<file path="config.mk">
export PLATFORM = sky130hd
export DESIGN_NAME = operand_fetch
export DESIGN_NICKNAME = d
export VERILOG_FILES = /design/src/rtl/pipe_pkg.sv /design/src/rtl/fwd_mux.sv /design/src/rtl/operand_fetch.sv
export SDC_FILE = /design/constraint.sdc
export NUM_CORES = 1
export LEC_CHECK = 0
export ABC_AREA = 1
export CAP_MARGIN = 30
export CORE_MARGIN = 10
export CORE_UTILIZATION = 45
export DETAILED_ROUTE_END_ITERATION = 16
export GPL_TIMING_DRIVEN = 0
export PLACE_DENSITY = 0.77
export SYNTH_ARGS = -nofsm -noshare
export SYNTH_HDL_FRONTEND = slang
export SYNTH_HIERARCHICAL = 1
export SYNTH_SLANG_ARGS = --single-unit
</file>
<file path="constraint.sdc">
create_clock -name clock -period 3.7 [get_ports clock]
set_input_delay 0.74 -clock clock [delete_from_list [all_inputs] [get_ports clock]]
set_output_delay 0.74 -clock clock [all_outputs]
set_load 0.05 [all_outputs]
</file>
<file path="src/rtl/pipe_pkg.sv">
// Shared pipeline definitions for the operand-fetch stage.
//   CTRL_W    : width of the control bundle carried from ID to EX
//   REG_PC    : register number aliased to the PC; never forwarded
//   state_t   : operand-fetch FSM state (RUN / HOLD)
//   src_match : true when a producer writes the register a source reads
package pipe_pkg;

   localparam int unsigned CTRL_W = 16;
   localparam logic [3:0]  REG_PC = 4'hF;

   typedef logic [0:0] state_t;
   localparam state_t RUN  = 1'b0;
   localparam state_t HOLD = 1'b1;

   function automatic logic src_match(input logic       use_src,
                                      input logic       valid,
                                      input logic [3:0] src,
                                      input logic       we,
                                      input logic [3:0] rd);
      return use_src && valid && (src != REG_PC) && we && (rd == src);
   endfunction

endpackage

</file>
<file path="src/rtl/fwd_mux.sv">
// Priority forward select for one 32-bit source operand.
// Ports:
//   src, use_src, valid : source register, used flag, ID slot valid
//   rf_val              : register-file read value (fallback)
//   ex_*                : EX producer; ex_fwd_ok is low for loads
//   mem_*, wb_*         : MEM and WB producers
//   fwd_val             : selected operand
module fwd_mux
   import pipe_pkg::*;
(
   input  logic [3:0]  src,
   input  logic        use_src,
   input  logic        valid,
   input  logic [31:0] rf_val,
   input  logic [3:0]  ex_rd,
   input  logic        ex_rf_we,
   input  logic        ex_fwd_ok,
   input  logic [31:0] ex_result,
   input  logic [3:0]  mem_rd,
   input  logic        mem_rf_we,
   input  logic [31:0] mem_result,
   input  logic [3:0]  wb_rd,
   input  logic        wb_rf_we,
   input  logic [31:0] wb_data,
   output logic [31:0] fwd_val
);

   logic hit_ex, hit_mem, hit_wb;

   assign hit_ex  = ex_fwd_ok && src_match(use_src, valid, src, ex_rf_we, ex_rd);
   assign hit_mem = src_match(use_src, valid, src, mem_rf_we, mem_rd);
   assign hit_wb  = src_match(use_src, valid, src, wb_rf_we, wb_rd);

   always_comb begin
      fwd_val = rf_val;
      if (hit_ex) begin
         fwd_val = ex_result;
      end else if (hit_mem) begin
         fwd_val = mem_result;
      end else if (hit_wb) begin
         fwd_val = wb_data;
      end
   end

endmodule

</file>
<file path="src/rtl/operand_fetch.sv">
// Operand fetch with EX/MEM/WB forwarding, one-cycle load-use stall and ID/EX register.
// Ports:
//   clock, R            : clock and synchronous active-low reset
//   id_*                : decoded instruction in the ID slot
//   pa, pb, pc          : register-file read data
//   ex_*/mem_*/wb_*     : downstream producers for forwarding
//   flush               : kill the ID slot (taken branch)
//   stall               : hold PC and IF/ID this cycle
//   ex_valid .. ex_ctrl_o : ID/EX pipeline register
//   stall_cnt           : saturating load-use stall counter
module operand_fetch
   import pipe_pkg::*;
(
   input  logic              clock,
   input  logic              R,
   input  logic              id_valid,
   input  logic [3:0]        id_ra,
   input  logic [3:0]        id_rb,
   input  logic [3:0]        id_rc,
   input  logic              id_use_a,
   input  logic              id_use_b,
   input  logic              id_use_c,
   input  logic [31:0]       pa,
   input  logic [31:0]       pb,
   input  logic [31:0]       pc,
   input  logic [3:0]        id_rd,
   input  logic              id_rf_we,
   input  logic [CTRL_W-1:0] id_ctrl,
   input  logic [3:0]        ex_rd,
   input  logic              ex_rf_we,
   input  logic              ex_is_load,
   input  logic [31:0]       ex_result,
   input  logic [3:0]        mem_rd,
   input  logic              mem_rf_we,
   input  logic [31:0]       mem_result,
   input  logic [3:0]        wb_rd,
   input  logic              wb_rf_we,
   input  logic [31:0]       wb_data,
   input  logic              flush,
   output logic              stall,
   output logic              ex_valid,
   output logic [31:0]       ex_opa,
   output logic [31:0]       ex_opb,
   output logic [31:0]       ex_opc,
   output logic [3:0]        ex_rd_o,
   output logic              ex_rf_we_o,
   output logic [CTRL_W-1:0] ex_ctrl_o,
   output logic [15:0]       stall_cnt
);

   state_t            state_q, state_d;
   logic              valid_q, valid_d;
   logic [31:0]       opa_q, opa_d, opb_q, opb_d, opc_q, opc_d;
   logic [3:0]        rd_q, rd_d;
   logic              we_q, we_d;
   logic [CTRL_W-1:0] ctrl_q, ctrl_d;
   logic [15:0]       cnt_q, cnt_d;
   logic [31:0]       fwd_a, fwd_b, fwd_c;
   logic              hazard;

   fwd_mux u_fwd_a (
      .src(id_ra), .use_src(id_use_a), .valid(id_valid), .rf_val(pa),
      .ex_rd(ex_rd), .ex_rf_we(ex_rf_we), .ex_fwd_ok(!ex_is_load), .ex_result(ex_result),
      .mem_rd(mem_rd), .mem_rf_we(mem_rf_we), .mem_result(mem_result),
      .wb_rd(wb_rd), .wb_rf_we(wb_rf_we), .wb_data(wb_data), .fwd_val(fwd_a)
   );

   fwd_mux u_fwd_b (
      .src(id_rb), .use_src(id_use_b), .valid(id_valid), .rf_val(pb),
      .ex_rd(ex_rd), .ex_rf_we(ex_rf_we), .ex_fwd_ok(!ex_is_load), .ex_result(ex_result),
      .mem_rd(mem_rd), .mem_rf_we(mem_rf_we), .mem_result(mem_result),
      .wb_rd(wb_rd), .wb_rf_we(wb_rf_we), .wb_data(wb_data), .fwd_val(fwd_b)
   );

   fwd_mux u_fwd_c (
      .src(id_rc), .use_src(id_use_c), .valid(id_valid), .rf_val(pc),
      .ex_rd(ex_rd), .ex_rf_we(ex_rf_we), .ex_fwd_ok(!ex_is_load), .ex_result(ex_result),
      .mem_rd(mem_rd), .mem_rf_we(mem_rf_we), .mem_result(mem_result),
      .wb_rd(wb_rd), .wb_rf_we(wb_rf_we), .wb_data(wb_data), .fwd_val(fwd_c)
   );

   // Load data is not ready in EX; only checked in RUN so a stall never lasts two cycles.
   assign hazard = (state_q == RUN) && ex_is_load &&
                   (src_match(id_use_a, id_valid, id_ra, ex_rf_we, ex_rd) ||
                    src_match(id_use_b, id_valid, id_rb, ex_rf_we, ex_rd) ||
                    src_match(id_use_c, id_valid, id_rc, ex_rf_we, ex_rd));

   // Gated by R so stall is quiet throughout reset.
   assign stall = R && hazard && !flush;

   always_comb begin
      state_d = RUN;
      valid_d = 1'b0;
      opa_d   = '0;
      opb_d   = '0;
      opc_d   = '0;
      rd_d    = '0;
      we_d    = 1'b0;
      ctrl_d  = '0;
      cnt_d   = cnt_q;
      if (stall) begin
         state_d = HOLD;
         if (cnt_q != 16'hFFFF) begin
            cnt_d = cnt_q + 16'd1;
         end
      end else if (!flush && id_valid) begin
         valid_d = 1'b1;
         opa_d   = fwd_a;
         opb_d   = fwd_b;
         opc_d   = fwd_c;
         rd_d    = id_rd;
         we_d    = id_rf_we;
         ctrl_d  = id_ctrl;
      end
   end

   always_ff @(posedge clock) begin
      if (!R) begin
         state_q <= RUN;
         valid_q <= 1'b0;
         opa_q   <= '0;
         opb_q   <= '0;
         opc_q   <= '0;
         rd_q    <= '0;
         we_q    <= 1'b0;
         ctrl_q  <= '0;
         cnt_q   <= '0;
      end else begin
         state_q <= state_d;
         valid_q <= valid_d;
         opa_q   <= opa_d;
         opb_q   <= opb_d;
         opc_q   <= opc_d;
         rd_q    <= rd_d;
         we_q    <= we_d;
         ctrl_q  <= ctrl_d;
         cnt_q   <= cnt_d;
      end
   end

   assign ex_valid   = valid_q;
   assign ex_opa     = opa_q;
   assign ex_opb     = opb_q;
   assign ex_opc     = opc_q;
   assign ex_rd_o    = rd_q;
   assign ex_rf_we_o = we_q;
   assign ex_ctrl_o  = ctrl_q;
   assign stall_cnt  = cnt_q;

endmodule
</file>
==> key figures, run 1 <==
Detailed routing
  – Vias per cell: 4.710
  – DRT iter0 DRCs: 1152
  – WL final: 46920 um
  – Via count: 13413
  – WL/cell: 16.48 um
  – DRC viols: 0
  – Iteration count of the initial detailed-routing pass: 5
  – ANT nets after route: 0

Clock network
  – Post_cts resized: 1
  – # clock sinks: 135
  – Longest Clk Path Bufs: 2
  – Worst skew pair latency: 440 ps
  – Total CTS buffers: 17
  – Number of hold buffers added after cts: 0
  – Root Buffer: clkbuf_16
  – Clock-pin transition on the worst setup and hold timing paths: 70 ps
  – Post-CTS setup buffer count: 0
  – CTS tree: built
  – H-tree Lvls: 4

Worst setup path
  – Critical path endpoint category: primary output
  – Reg-to-Reg Start: stall_cnt[1]
  – CP Launch Type: primary input
  – Maximum fanout along the worst path: 10
  – Crit path from: ex_rd[1]
  – Worst path required time: 2960 ps
  – Crit path kind: primary input to primary output
  – Critical path arrival: 2780 ps

Floorplan
  – Row Count: 58
  – Die area: 32270 um^2
  – Width of the die: 179.6 um
  – Die height: 179.6 um
  – Initial Util: 45.67%
  – I/O pin total: 383
  – Placeable Area: 25110 um^2

Layout
  – Layout cells sized above 1: 14.67%
  – Post-layout util: 65.06%
  – Most common cell after layout, fill and taps aside: nand2_1
  – Post-route cell area: 16340 um^2
  – Commonest non-fill, non-tap cells in the layout: nand2_1, inv_1, clkdlybuf4s50_1
  – Area growth, synth to finish: 42.45%
  – Nets@finish: 2752
  – # fillers: 2428

Timing
  – Setup violations, final: 0
  – Clock skew: 7.970 ps
  – Worst-Margin Slew: 609.5 ps
  – Hold slack: 565.0 ps
  – Hold Fails Final Rpt: 0
  – Final period util: 95.12%
  – Worst setup margin: 180.4 ps
  – Tmin final: 3520 ps
  – FMAX: 284.1 MHz
  – Slew Limit Fails: 0
  – RSZ-0062 raised after global routing: false
  – Slew headroom: 59.24%

Synth
  – Syn nets: 2352
  – YS warnings: 6
  – Syn Area/Cell: 5.453 um^2
  – Cell area after synthesis: 11470 um^2
  – Top cell type's share of synthesized area: 23.76%
  – Synth cell types: 35
  – Top cells by area, synth: nand2_1, dfxtp_1, inv_1
  – FF+latch count, synth: 135
  – Sequential fraction of the synthesis area: 23.57%
  – Post-synth top area cell: nand2_1
  – Synth Flop Type: dfxtp_1
  – Asr flop ratio synth: 0%
  – Synth Instances: 2103
  – Post-synth EDFFs: 0

Placement
  – Place WS: -118.9 ps
  – HPWL Detailed: 37690 um
  – Post-place instance area: 15700 um^2
  – IO Port Bufs: 381
  – Routability congestion estimate: 0.9514

Hold path
  – Worst min path class: register to register
  – Hold path startpoint: stall_cnt[1]

Global route
  – Tot GR Track Use: 27.76%
  – Initial antenna violation count: 4
  – Pin count of the biggest net entering global routing: 17
  – Global route total overflow: 0
  – Vias in the first global route: 12655
  – First-pass GRT wire length: 71880 um

Power and ir drop
  – Peak VDD IR: 0.2480 mV
  – Final Power: 4558 uW
  – Lkg Pwr: 0.009682 uW
  – Pwr dens: 279.0 nW/um^2

Flow run
  – Max Cap Viol: 0

Run status
  – Outcome: complete, no violations
-- stage by stage --
| stage | setup TNS [ps] | instances |
|---|---|---|
| floorplan | 0 | 2103 |
| global placement | -85.97 | 2814 |
| detailed placement | -118.9 | 2814 |
| CTS | 0 | 2846 |
| global route | 0 | 2848 |
| finish | 0 | 2848 |
-- registers in the layout, indices dropped and copies added (netlist names) --
signal and count:
ex_rd_o 4, stall_cnt 16, ex_opa 32, ex_valid 1, ex_ctrl_o 16, state_q 1, ex_opc 32, ex_opb 32
ex_rf_we_o 1
-- cell type report --
class                   count  area (um^2)  share of cell area [%]
clock inverters            15        212.7                   1.302
plain buffers              90        694.4                   4.251
diodes                      2        5.005                 0.03063
clock buffers              17        425.4                   2.604
flip-flops and latches    135         2703                   16.54
multi-input cells        1291         5868                   35.92
well taps                 330        412.9                   2.527
inverters                 587         2203                   13.49
repair buffers            381         3812                   23.34
-- logic make-up after synthesis --
| kind of cell | after synthesis | share of synthesized area [%] |
|---|---|---|
| buf+inv | 677 | 25.27 |
| simple gates | 1256 | 48.68 |
| flops | 135 | 23.57 |
| compound gates | 23 | 1.538 |
| fa+ha+maj | 1 | 0.1091 |
| xor+xnor | 11 | 0.8401 |
-- synthesized netlist by cell type, types with 4 or more instances --
cell        n
buf_4      38
clkbuf_1    4
a21oi_1     5
nand3_2     5
inv_1     483
inv_2     103
nor2_1    157
nor3_2      6
nand4_1    14
o21ai_1     7
nor2_4      6
dfxtp_1   135
nand2_2   102
xor2_1      8
nor2_2     13
nand3_1   214
buf_12      9
nand2_1   726
buf_2      36
-- critical path, stage by stage --
cell and delay [ps]:
clkdlybuf4s50_1 690, inv_1 140, nand2_1 80, nand2_1 50, nor2_1 110, nand3_1 100, nand3_2 130, nand2_1 140
inv_1 80, dlygate4sd2_1 530
-- metal layers --
| metal | wire length [um] | vias up | part of all wire [%] | GRT usage [%] |
|---|---|---|---|---|
| met5 | 24 | - | 0.051 | 0 |
| met4 | 1006 | 4 | 2.1 | 7.410 |
| met3 | 4198 | 67 | 8.9 | 7.169 |
| met2 | 22280 | 617 | 47 | 47.71 |
| met1 | 19410 | 5973 | 41 | 33.53 |
| li1 | - | 6752 | - | - |
-- worst paths after layout --
check,slack [ps],end,depth (start not counted)
min reg2reg,570,stall_cnt[1],4
max,180,stall,10
max reg2reg,1690,stall_cnt[15],7
min,570,stall_cnt[1],4
-- power by group --
group / internal, uW / leakage [uW] / switching [uW] / total [uW]
Sequential: 1490 / 0.00110 / 10.9 / 1500
Combinational: 477 / 0.00828 / 658 / 1130
Clock: 1150 / 0.000308 / 775 / 1920
Total: 3110 / 0.00968 / 1440 / 4560
No activity file was read; power rests on OpenSTA's default activity.
==> inputs of run 2 (changes only) <==
Settings changed: GPL_ROUTABILITY_DRIVEN from default to 0, SETUP_SLACK_MARGIN from default to 0.3.
==> key figures, run 2 (same netlist as run 1, synthesis figures left out) <==
Global route
  – Tot GR Track Use: 26.61% (-1.2 points)
  – Initial antenna violation count: 7 (+3)
  – Vias in the first global route: 12923 (+2.1%)
  – Global route total overflow: 0 (unchanged)
  – First-pass GRT wire length: 69640 um (-3.1%)
  – Pin count of the biggest net entering global routing: 17 (unchanged)

Worst setup path
  – Crit path kind: primary input to primary output
  – CP Launch Type: primary input
  – Critical path endpoint category: primary output
  – Critical path arrival: 2420 ps (-360 ps)
  – Worst path required time: 2960 ps (about the same)
  – Maximum fanout along the worst path: 6 (-4)

Detailed routing
  – DRT iter0 DRCs: 1341 (+16%)
  – WL final: 44710 um (-4.7%)
  – Metal2 WL: 21410 um (-3.9%)
  – Iteration count of the initial detailed-routing pass: 5 (unchanged)
  – DRC viols: 0 (unchanged)
  – Via count: 13485 (+0.54%)
  – Max Used Layer: met5
  – WL met1: 18120 um (-6.7%)
  – WL/cell: 15.67 um (-4.9%)
  – Met3 WL: 3938 um (-6.2%)
  – ANT nets after route: 0 (unchanged)
  – Vias per cell: 4.728 (+0.40%)

Placement
  – Placed cell count: 2814 (unchanged)
  – HPWL Detailed: 36230 um (-3.9%)
  – IO Port Bufs: 381 (unchanged)

Timing
  – FMAX: 316.9 MHz (+12%)
  – Hold Fails Final Rpt: 0 (unchanged)
  – Tmin final: 3155 ps (-364.4 ps)
  – Hold slack: 534.0 ps (-31.07 ps)
  – Clock skew: 8.931 ps (+0.9613 ps)
  – Slew Limit Fails: 0 (unchanged)
  – Slew headroom: 60.21% (+0.97 points)
  – Worst-Margin Slew: 595.0 ps (-14.46 ps)
  – Final period util: 85.28% (-9.8 points)
  – Setup violations, final: 0 (unchanged)
  – RSZ-0062 raised after global routing: false

Floorplan
  – Placeable Area: 25110 um^2 (unchanged)
  – Initial Util: 45.67% (unchanged)
  – Die area: 32270 um^2 (unchanged)
  – I/O pin total: 383 (unchanged)
  – Width of the die: 179.6 um (unchanged)
  – Die height: 179.6 um (unchanged)
  – Row Count: 58 (unchanged)

Power and ir drop
  – Final Power: 4271 uW (-6.3%)
  – Peak VDD IR: 0.2272 mV (-8.4%)
  – Pwr dens: 262.4 nW/um^2 (-5.9%)
  – Lkg Pwr: 0.009704 uW (+0.23%)

Run status
  – Outcome: complete, no violations

Clock network
  – Clock-pin transition on the worst setup and hold timing paths: 70 ps (about the same)
  – Total CTS buffers: 17 (unchanged)
  – H-tree Lvls: 4 (unchanged)
  – Number of hold buffers added after cts: 0 (unchanged)
  – # clock sinks: 135 (unchanged)
  – Worst skew pair latency: 430 ps (about the same)
  – Longest Clk Path Bufs: 2 (unchanged)
  – Root Buffer: clkbuf_16
  – CTS tree: built

Layout
  – Layout cells sized above 1: 14.71% (+0.040 points)
  – Commonest non-fill, non-tap cells in the layout: nand2_1, inv_1, clkdlybuf4s50_1
  – Nets@finish: 2752 (unchanged)
  – Area growth, synth to finish: 41.91%
  – Finished Layout Cells: 2852 (+0.14%)
  – Most common cell after layout, fill and taps aside: nand2_1

Flow run
  – Max Cap Viol: 0 (unchanged)

Hold path
  – Worst min path class: register to register
run 2: cell count changes in the layout (fill, tap and decap cells not counted), sizes merged, moves of 3 or more:
cell,previous run,this run
bufinv,4,1
clkdlybuf4s50,380,374
clkinv,3,11
diode,2,6
dlymetal6s2s,0,6
inv,593,589
run 2: where the power goes:
part           switching, uW  internal (uW)  leakage [uW]
registers               10.6           1490       0.00110
clock network            720            927      0.000277
logic                    646            477       0.00833
total                   1380           2890       0.00970
run 2: final cells by class:
cell class                      count  area [um^2]
Fill cell                        2397         8835
Multi-Input combinational cell   1291         5868
Timing Repair Buffer              381         3824
Sequential cell                   135         2703
Inverter                          587         2203
Buffer                             90        694.4
Clock buffer                       17        425.4
Tap cell                          330        412.9
Clock inverter                     15        128.9
Antenna cell                        6        15.01
run 2: what timing repair did:
action | in CTS | in global routing
setup buffers | 0 | 0
endpoints found under the setup margin | 1 | 1
resized for setup | 3 | 8
endpoints found under the hold margin | 0 | 0
run 2: critical path: stages:
cell and delay (ps):
clkdlybuf4s50_1 650, inv_1 80, nand2_1 60, nand2_1 60, nor2_1 100, nand3_1 90
nand3_2 140, nand2_1 110, inv_1 110, buf_2 270
run 2: per-layer routing:
| metal | vias up | GRT usage [%] |
|---|---|---|
| met5 | - | 0 |
| met3 | 82 | 6.225 |
| li1 | 6751 | - |
| met1 | 5993 | 32.01 |
| met2 | 655 | 45.77 |
| met4 | 4 | 8.402 |
run 2: path summary, 6_finish.rpt:
kind / cells after the start / startpoint / slack, ps / to
hold / removal: 2 / stall_cnt[15] / 530 / stall_cnt[15]
setup reg to reg: 8 / stall_cnt[0] / 1750 / stall_cnt[2]
hold reg to reg: 2 / stall_cnt[15] / 530 / stall_cnt[15]
setup / recovery: 10 / id_rb[1] / 540 / stall
run 2: stage by stage:
step	setup TNS [ps]	setup WS [ps]	utilization (%)	area, um^2
2_1_floorplan	0	1332	-	11470
3_3_place_gp	-71.82	-71.82	62.51	15700
3_5_place_dp	-80.37	-80.37	62.51	15700
4_1_cts	0	329.7	64.72	16250
5_1_grt	0	380.7	64.80	16270
6_report	0	544.8	64.81	16270
